## src/rtl/wb_pkg.sv

```systemverilog
// wb_pkg: shared Wishbone widths and bridge state encoding
package wb_pkg;
  localparam int DATA_WIDTH = 32;
  localparam int SEL_WIDTH = 4;
  typedef enum logic [1:0] {
    IDLE     = 2'd0,
    REQUEST  = 2'd1,
    WAIT_ACK = 2'd2,
    RESPOND  = 2'd3
  } state_t;
endpackage

```

## src/rtl/wb_master_bridge.sv

```systemverilog
// wb_master_bridge: single-outstanding Wishbone B4 pipelined initiator with per-cycle timeout
module wb_master_bridge
  import wb_pkg::*;
#(
  parameter int ADDR_WIDTH = 24,
  parameter int TIMEOUT_CYCLES = 255,
  parameter int COUNTER_WIDTH = 8
) (
  input  logic                  clk,
  input  logic                  rst,
  input  logic                  req_valid,
  output logic                  req_ready,
  input  logic                  req_we,
  input  logic [SEL_WIDTH-1:0]  req_sel,
  input  logic [ADDR_WIDTH-1:0] req_addr,
  input  logic [DATA_WIDTH-1:0] req_data,
  output logic                  rsp_valid,
  output logic [DATA_WIDTH-1:0] rsp_data,
  output logic                  rsp_error,
  output logic                  rsp_timeout,
  output logic                  wb_cyc_o,
  output logic                  wb_stb_o,
  output logic                  wb_we_o,
  output logic [SEL_WIDTH-1:0]  wb_sel_o,
  output logic [ADDR_WIDTH-1:0] wb_adr_o,
  output logic [DATA_WIDTH-1:0] wb_data_o,
  input  logic [DATA_WIDTH-1:0] wb_data_i,
  input  logic                  wb_ack_i,
  input  logic                  wb_stall_i,
  input  logic                  wb_error_i
);
  localparam logic [COUNTER_WIDTH-1:0] TMO_LAST =
    COUNTER_WIDTH'(TIMEOUT_CYCLES > 0 ? TIMEOUT_CYCLES - 1 : 0);
  localparam logic [COUNTER_WIDTH-1:0] CNT_MAX = '1;
  localparam logic TMO_EN = TIMEOUT_CYCLES != 0;
  state_t state, state_d;
  logic [COUNTER_WIDTH-1:0] cnt;
  logic busy, done, tmo;
  // next state; a stalled REQUEST cycle cannot complete, and a real completion beats the timeout
  always_comb begin
    busy = state == REQUEST || state == WAIT_ACK;
    done = (state == WAIT_ACK || (state == REQUEST && !wb_stall_i)) && (wb_ack_i || wb_error_i);
    tmo = TMO_EN && busy && !done && cnt == TMO_LAST;
    state_d = state;
    unique case (state)
      IDLE:     state_d = req_valid ? REQUEST : IDLE;
      REQUEST:  state_d = (done || tmo) ? RESPOND : wb_stall_i ? REQUEST : WAIT_ACK;
      WAIT_ACK: state_d = (done || tmo) ? RESPOND : WAIT_ACK;
      default:  state_d = IDLE;
    endcase
  end
  // state, registered bus/handshake outputs, timeout counter and response capture
  always_ff @(posedge clk or negedge rst) begin
    if (!rst) begin
      state       <= IDLE;
      req_ready   <= 1'b1;
      wb_cyc_o    <= 1'b0;
      wb_stb_o    <= 1'b0;
      rsp_valid   <= 1'b0;
      rsp_data    <= '0;
      rsp_error   <= 1'b0;
      rsp_timeout <= 1'b0;
      wb_we_o     <= 1'b0;
      wb_sel_o    <= '0;
      wb_adr_o    <= '0;
      wb_data_o   <= '0;
      cnt         <= '0;
    end else begin
      state     <= state_d;
      req_ready <= state_d == IDLE;
      wb_cyc_o  <= state_d == REQUEST || state_d == WAIT_ACK;
      wb_stb_o  <= state_d == REQUEST;
      rsp_valid <= state_d == RESPOND;
      if (state == IDLE && req_valid) begin
        wb_we_o   <= req_we;
        wb_sel_o  <= req_sel;
        wb_adr_o  <= req_addr;
        wb_data_o <= req_data;
        cnt       <= '0;
      end else if (busy && cnt != CNT_MAX) begin
        cnt <= cnt + 1'b1;
      end
      if (busy && state_d == RESPOND) begin
        rsp_error   <= tmo || wb_error_i;
        rsp_timeout <= tmo;
        rsp_data    <= (done && !wb_error_i && !wb_we_o) ? wb_data_i : '0;
      end
    end
  end
endmodule

```

## config.mk

```make
export PLATFORM = sky130hd
export DESIGN_NAME = wb_master_bridge
export DESIGN_NICKNAME = d
export VERILOG_FILES = /design/src/rtl/wb_pkg.sv /design/src/rtl/wb_master_bridge.sv
export SDC_FILE = /design/constraint.sdc
export NUM_CORES = 1
export LEC_CHECK = 0
export CORE_MARGIN = 1.5
export CORE_UTILIZATION = 45
export CTS_BUF_LIST = sky130_fd_sc_hd__clkbuf_8
export DETAILED_ROUTE_END_ITERATION = 6
export DONT_BUFFER_PORTS = 1
export SLEW_MARGIN = 20
export SYNTH_ARGS = -nofsm -noshare
export SYNTH_HDL_FRONTEND = slang
export SYNTH_SLANG_ARGS = --single-unit
```

## constraint.sdc

```tcl
create_clock -name clk -period 4.7 [get_ports clk]
set_input_delay 0.94 -clock clk [delete_from_list [all_inputs] [get_ports clk]]
set_output_delay 0.94 -clock clk [all_outputs]
set_load 0.005 [all_outputs]
```

Word level (Yosys, flattened, before mapping) --
Index checks and enable logic that the tools add are counted.
Storage, ports and cells: register bits after elaboration 109, input port bits 99, output and inout port bits 99, logic and storage cells 51
Operators by class: add/sub/neg operators 1, equality and inequality tests 7, multiplexer cells 8, reduce and logical (&&, ||, !) cells 22
Operators with widths (count):
- 32-bit 2-to-1 mux | 1
- 8-bit 2-to-1 mux | 2
- 1-bit logical AND | 9
- 8-bit by 1-bit adder with 8-bit output, second input constant | 1
- 8-bit == test, second input constant | 1
- 8-bit != test, second input constant | 1
- 2-bit == test, second input constant | 3
- 1-bit logical OR | 6
- 2-bit one-hot mux with 3 select lines | 1
- 2-bit by 1-bit == test with 1-bit output, second input constant | 2
- 1-bit logical NOT | 4
- 2-bit logical NOT | 2
- 2-bit 2-to-1 mux | 2
- 1-bit 2-to-1 mux | 2
- 2-bit nonzero test | 1

Longest topological paths before layout --
depth in word-level cells 12, gate-level depth with buffers 11, mapped depth without buffers 10

Least setup slack after synthesis --
No wires, ideal clock.
path kind in2reg, start point input req_valid, end point register rsp_data[10], library setup time 65 ps, arrival time 2739 ps, required time 4635 ps, setup slack 1896 ps, stages on the path 9, buffers on the path 2, path through and2_1 > clkbuf_1 > nor2_1 > a221oi_1 > ha_1 > nand2_1 > nor4_4 > buf_6 > a22o_1
On the way: word-level cells in the longest chain between the ends 4
RTL lines:
- from (decl) | line wb_master_bridge.sv:11 | input logic req_valid,
- 1-bit 2-to-1 mux | line wb_master_bridge.sv:46 | IDLE: state_d = req_valid ? REQUEST : IDLE;
- 2-bit one-hot mux with 3 select lines | line wb_master_bridge.sv:45 | unique case (state)
- named net state_d[0] | line wb_master_bridge.sv:36 | state_t state, state_d;
- 2-bit == test | line wb_master_bridge.sv:83 | if (busy && state_d == RESPOND) begin
- 1-bit logical AND | line wb_master_bridge.sv:83
- to (signal assigned) | line wb_master_bridge.sv:86 | rsp_data <= (done && !wb_error_i && !wb_we_o) ? wb_data_i : '0;
- to (decl) | line wb_master_bridge.sv:18 | output logic [DATA_WIDTH-1:0] rsp_data,
The timed path passes the listed nets, and every way through them passes these cells. A chain may end at the register's enable or synchronous reset.

Worst setup path after layout --
start point register state[0], end point register rsp_data[18]
On the way: word-level cells in the longest chain between the ends 12, elaborated cells on any way between the ends 19, those cells by class eq/ne: 3; mux: 4; reduce/logical: 12
RTL lines:
- from (decl) | line wb_master_bridge.sv:36
- from (signal assigned) | line wb_master_bridge.sv:69 | state <= state_d;
- 2-bit by 1-bit == test with 1-bit output | line wb_master_bridge.sv:41, wb_master_bridge.sv:42, wb_master_bridge.sv:45
- 1-bit logical AND | line wb_master_bridge.sv:42 | done = (state == WAIT_ACK || (state == REQUEST && !wb_stall_i)) && (wb_ack_i || wb_error_i);
- 1-bit logical OR | line wb_master_bridge.sv:42
- 1-bit logical AND | line wb_master_bridge.sv:42
- 1-bit logical NOT | line wb_master_bridge.sv:43 | tmo = TMO_EN && busy && !done && cnt == TMO_LAST;
- 1-bit logical AND (2 in a row) | line wb_master_bridge.sv:43
- 1-bit logical OR | line wb_master_bridge.sv:47, wb_master_bridge.sv:48
- 1-bit 2-to-1 mux / 2-bit 2-to-1 mux (equally long branches) | line wb_master_bridge.sv:48, wb_master_bridge.sv:47
- 2-bit one-hot mux with 3 select lines (*) | line wb_master_bridge.sv:45
- named net state_d[0] | line wb_master_bridge.sv:36
- 2-bit == test (*) | line wb_master_bridge.sv:83
- 1-bit logical AND (*) | line wb_master_bridge.sv:83
The timed path passes the listed nets; every way through them passes the cells marked *.

==> run summary <==
Gr usage total = 17.9%
Via/cell ratio = 5.26
Cts bufs inserted = 9
Filler cells = 883
First DRT Iteration DRCs = 112
CTS Buffer Depth = 2
IR drop worst, VDD = 0.233 mV
Syn-to-layout area delta = 6.30%
Worst slew pin tran = 682 ps
Post-CTS Resized = 0
Mapped Area = 0.00431 sq mm
Min-Delay Path Class = in -> async
Sequential share of the synthesized area = 63.3%
Count of cell types in the netlist = 35
Final period utilization = 66.3%
Skew-Pair Late Insertion Delay = 360 ps
Hold slack = 251 ps
Cells after synthesis = 415
Net Count, Synth = 523
Final Slew Violations = 0
First-pass GRT wire length = 13.9 mm
Post-DRT Antenna Nets = 0
Max cap viols = 0
Setup crit start = state[0]
Worst Setup End Kind = register
Worst relative slew slack = 54.6%
Leak Pwr = 2.36 nW
Max incr delay on CP = 450 ps
Critical path type = reg -> reg
Antenna violations before repair = 0
Layout net count = 516
Crit path launch type = register
Die area = 0.0102 sq mm
Critical Path RT = 5000 ps
Net switching power = 1.06 mW
Most frequent cells in the layout = nand2_1 (192), dfrtp_1 (108), a22o_1 (32), clkbuf_8 (11)
Post-Route WL = 9.31 mm
GRT overflow = 0
Routability-driven placement congestion ratio = 0.765
Most common cell after layout, fill and taps aside = nand2_1
Sequential Power Share = 57.4%
Num rows = 35
CP bufs+invs = 3
Setup tns final = 0 ps
Area contributors post-synth = dfrtp_1 (63%), nand2_1 (17%), a22o_1 (6.5%)
Top cell type's share of synthesized area = 62.7%
Post-Syn Area per Cell = 10.4 sq um
Critical path peak fanout = 35
DP Area = 0.00439 sq mm
Comb power frac = 23.8%
Register area = 0.00273 sq mm
Sw Share = 36.4%
I/O Pins = 198
H-tree depth = 3
Final HPWL DP = 6.31 mm
Peak Freq = 321 MHz
P per Cell Area = 637 mW/mm^2
Final setup fails = 0
# hold bufs at CTS = 0
Chip height = 101 um
Die X = 101 um
CP arrival = 3420 ps
Drt wl/cell = 17.2 um
CTS Root Cell = clkbuf_8
Crit path time final = 3120 ps
Clock Power Share = 18.9%
Antenna fix cells = 0
DR vias = 2850
Layout cells sized above 1 = 7.02%
R2r startpoint = state[0]
Cell accounting for the most synthesized area = dfrtp_1
DRT Pass-1 Iters = 4
Final core utilization = 49.4%
Non-filler cells, final = 542
Unrepaired setup endpoints after global routing = no
Largest net degree at the start of global routing = 110
Initial Utilization = 46.4%
Post-synthesis register bit count = 109
CTS sink cnt = 109
Fin area = 0.00458 sq mm
DRC = 0
Slowest-stage cell, CP = dfrtp_1
Fin Clk Skew = 12.7 ps
Outcome = complete, no violations
Core Box Area = 0.00928 sq mm
Port bufs = 0
Vias in the first global route = 2876
Placed Cells = 526
Area of the multi-input gates = 0.00145 sq mm
Power Internal = 1.86 mW
# Post-CTS Setup Buffers = 0
Cells along the critical path = inv_1 -> ha_1 -> and4_4 -> o21ai_2 -> a221oi_1 -> ha_1 -> nand2_1 -> buf_4 -> nor4_4 -> buf_4 -> a22o_1
Clock transition at path regs = 110 ps
Total number of yosys warnings = 0
Clock tree from TritonCTS = done
Cell family with most CP delay = adder cells
Hold Fails Final Rpt = 0
## Yosys cell counts (all sizes together)
cell type  instances
a211oi             1
a21oi              2
a221o              1
a221oi             1
a22o              32
a311oi             1
a31oi              1
and2               1
and3               2
and4               1
buf                7
clkbuf            15
dfrtp            108
dfstp              1
ha                 9
inv                6
mux2               1
mux2i              1
nand2            193
nand3              4
nand4              1
nor2               9
nor2b              1
nor4               1
nor4b              1
o21ai              2
o22a               1
o22ai              1
o311ai             1
o31ai              1
o41ai              2
or4                1
xnor2              5
## cells by family (layout without fill, tap and decap cells)
group / count (synthesis) / in the layout / synth area share [%]
buffers and inverters: 28 / 26 / 3.22
AOI/OAI and AO/OA: 47 / 47 / 9.29
adders and majority gates: 9 / 9 / 2.61
muxes: 2 / 2 / 0.493
DFF: 109 / 109 / 63.3
and+or+nand+nor: 215 / 215 / 20.1
xor gates and xnor gates: 5 / 5 / 1.02
## flip-flops by register name, indices dropped and copies added (netlist names)
signal / count
rsp_error: 1
wb_cyc_o: 1
state: 2
rsp_valid: 1
cnt: 8
wb_we_o: 1
wb_adr_o: 24
rsp_timeout: 1
rsp_data: 32
wb_sel_o: 4
req_ready: 1
wb_stb_o: 1
wb_data_o: 32
## through the flow
| step | total power, mW | setup slack (ps) |
|---|---|---|
| finish | 2.92 | 1580 |
| global route | 3.14 | 1360 |
| CTS | 2.96 | 1570 |
| global placement | 2.37 | 1660 |
| detailed placement | 2.40 | 1520 |
| floorplan | 2.18 | 1900 |
## worst paths after layout
path / endpoint / slack [ps] / cells past startpoint
worst max-delay path: rsp_data[18] / 1580 / 11
worst min-delay path: rsp_data[0] / 250 / 0
worst max register to register: rsp_data[18] / 1580 / 11
worst min register to register: cnt[4] / 500 / 1
max in group asynchronous: req_ready / 4170 / 0
min in group clk: cnt[4] / 500 / 1
## layout make-up
| cell class | instances | area share, % |
|---|---|---|
| inverter | 6 | 0.491 |
| timing repair buffer | 4 | 0.655 |
| clock buffer | 11 | 3.30 |
| tap | 129 | 3.52 |
| sequential | 109 | 59.5 |
| clock inverter | 5 | 0.901 |
| multi-input combinational | 278 | 31.6 |
## power groups by stage
stage / sequential [mW] / combinational, mW / clock, mW
floorplan: 1.59 / 0.590 / 0
global placement: 1.70 / 0.666 / 0
detailed placement: 1.69 / 0.712 / 0
CTS: 1.68 / 0.708 / 0.571
global route: 1.73 / 0.807 / 0.606
finish: 1.67 / 0.693 / 0.550
## metal layers
| metal | up-vias | share of wire (%) | track usage, % |
|---|---|---|---|
| li1 | 1338 | - | - |
| met1 | 1324 | 41 | 20.2 |
| met2 | 169 | 44 | 29.0 |
| met3 | 19 | 12 | 8.11 |
| met4 | 0 | 2.5 | 8.67 |
| met5 | - | 0 | 0 |
Note: power is estimated with default switching activity, not from simulation.
==> RTL edit (same settings) <==
The parameter `ADDR_WIDTH` goes from 24 to 16.
--- a/src/rtl/wb_master_bridge.sv
+++ b/src/rtl/wb_master_bridge.sv
@@ -4,3 +4,3 @@
 #(
-  parameter int ADDR_WIDTH = 24,
+  parameter int ADDR_WIDTH = 16,
   parameter int TIMEOUT_CYCLES = 255,
Interface: changed (resized req_addr and wb_adr_o); port bits go from 198 to 182. The function was not compared with the original's and may differ.
==> RTL edit against the unedited design <==
  * Hold slack better by 0.025 ns
  * Total power is 6.9% lower
  * Worst setup slack better by 0.25 ns
  * Area after synthesis is 7.0% lower
  * Sequential cell count is 8 lower
  * Routed wire length is 9.2% lower
  * Cell count is 10% lower
  * Synthesized cell count is 8.2% lower
  * Combinational power is 7.8% lower
  * Count of clock-buffer cells in the layout is 2 lower
  * Cell area is 7.1% lower
  * Clock power is 3% lower
  * Critical path type unchanged
  * Largest cell class unchanged
  * Largest power group unchanged
==> RTL edit: results (changes against the unedited design) <==
| Metric | Value |
|---|---|
| Top cells by area in the synthesized netlist | dfrtp_1 (62%), nand2_1 (16%), a22o_1 (7.0%) |
| Worst Path Arrival | 3.14 ns (-0.28 ns) |
| Mapped Nets | 481 (-8.0%) |
| Seq/Total Area, Yosys | 63.0% (-0.25 points) |
| Synthesized area per cell | 10.5 µm² (+1.3%) |
| Wire length per cell | 17.3 µm (+0.80%) |
| # Taps | 108 (-16%) |
| Nonclk buf count | 3 (-1) |
| All-layer global routing usage | 17.3% (-0.61 points) |
| Top cells by count, synth | nand2_1 (169), dfrtp_1 (100), a22o_1 (32) |
| Inverter count | 6 (unchanged) |
| Largest net degree at the start of global routing | 102 (-7.3%) |
| Layout cells sized above 1 | 6.84% (-0.18 points) |
| Fillcell total | 800 (-9.4%) |
| Placed instance count | 472 (-10%) |
| Post-synth EDFFs | 0 (unchanged) |
| Multi-input combinational area share | 31.9% (+0.30 points) |
| Final Slew Violations | 0 (unchanged) |
| Yosys warnings | 0 (unchanged) |
| Clock share of power | 19.6% (+0.7 points) |
| Measured slew at the worst slew-check pin | 1.03 ns (+0.346 ns) |
| Drt initial violations | 60 (-46%) |
| RD Place Congestion | 0.850 (+11%) |
| Clk Latency, worst-skew pair | 0.35 ns |
| Finished Layout Cells | 488 (-10%) |
| Run status | completed |
| Vias in the first global route | 2612 (-9.2%) |
| Post-Synth XOR/XNOR Area | 1.09% (+0.076 points) |
| First-pass GRT wire length | 13.2 mm (-5.0%) |
| #MultiIn Comb | 254 (-8.6%) |
| Seq area share | 59.4% (-0.15 points) |
| Lkg Pwr | 2.20 nW (-7.1%) |
| Multiplexer share of the synthesized area | 0.530% (+0.037 points) |
| Vias per cell | 5.39 (+2.5%) |
| HPWL Detailed | 5.51 mm (-13%) |
| Switching pwr | 0.963 mW (-9.2%) |
| Clk_skew | 0.0157 ns (+0.00297 ns) |
| R2r setup slk | 1.83 ns (+0.25 ns) |
| Worst-case reg-to-reg path depth | 10 (-1) |
| Critical-path maximum fanout | 32 (-8.6%) |
| Crit path max-delay cell type | dfrtp_1 |
| Non-clock buffer share | 0.529% (-0.13 points) |
| Synth Area in Compound Gates | 9.98% (+0.70 points) |
| RR Endpoint | rsp_data[16] |
| Number of distinct library cells after synthesis | 35 (unchanged) |
| Clock-cell share of area | 4.50% (+0.29 points) |
| DRT Pass-1 Iters | 4 (unchanged) |
| Top Registers | rsp_data (32), wb_data_o (32), wb_adr_o (16) |
| Post-synthesis adder-cell area fraction | 2.81% (+0.20 points) |
| Multi-input logic area | 1360 µm² (-6.2%) |
| Clk. pwr | 0.532 mW (-3%) |
| Seq Cell Count | 101 (-7.3%) |
| H-tree depth | 3 (unchanged) |
| Clock buffers | 9 (-2) |
| Worst vdd ir | 0.274 mV (+17%) |
| Setup WS pre-CTS | 1.78 ns (+0.261 ns) |
| Seq power | 1.54 mW (-8%) |
==> RTL edit: how the worst max path moves through the flow <==
| stage | cells after the start | start | to | slack (ns) |
|---|---|---|---|---|
| final | 10 | state[0] | rsp_data[16] | 1.83 |
| after global routing | 10 | state[0] | rsp_data[15] | 1.56 |
| after CTS | 10 | state[0] | rsp_data[27] | 1.82 |
| after detailed placement | 9 | wb_stall_i | rsp_data[21] | 1.78 |
| after global placement | 9 | wb_stall_i | rsp_data[13] | 1.87 |
| after floorplan | 9 | req_valid | rsp_data[10] | 1.87 |
==> RTL edit: per-stage QoR <==
step	hold slack, ns	instance area [µm²]
after floorplan	0.464	4010
after global placement	0.482	4070
after detailed placement	0.493	4070
after CTS	0.249	4260
after global routing	0.240	4260
final	0.276	4260
==> RTL edit: metal layers <==
metal	up-vias	global-route usage (%)	part of all wire [%]	routed length, µm
met4	0	7.80	2.4	206
met2	140	26.0	44	3740
met1	1238	23.1	44	3760
met3	16	5.54	8.9	750
li1	1236	-	-	-
met5	-	0	0	0
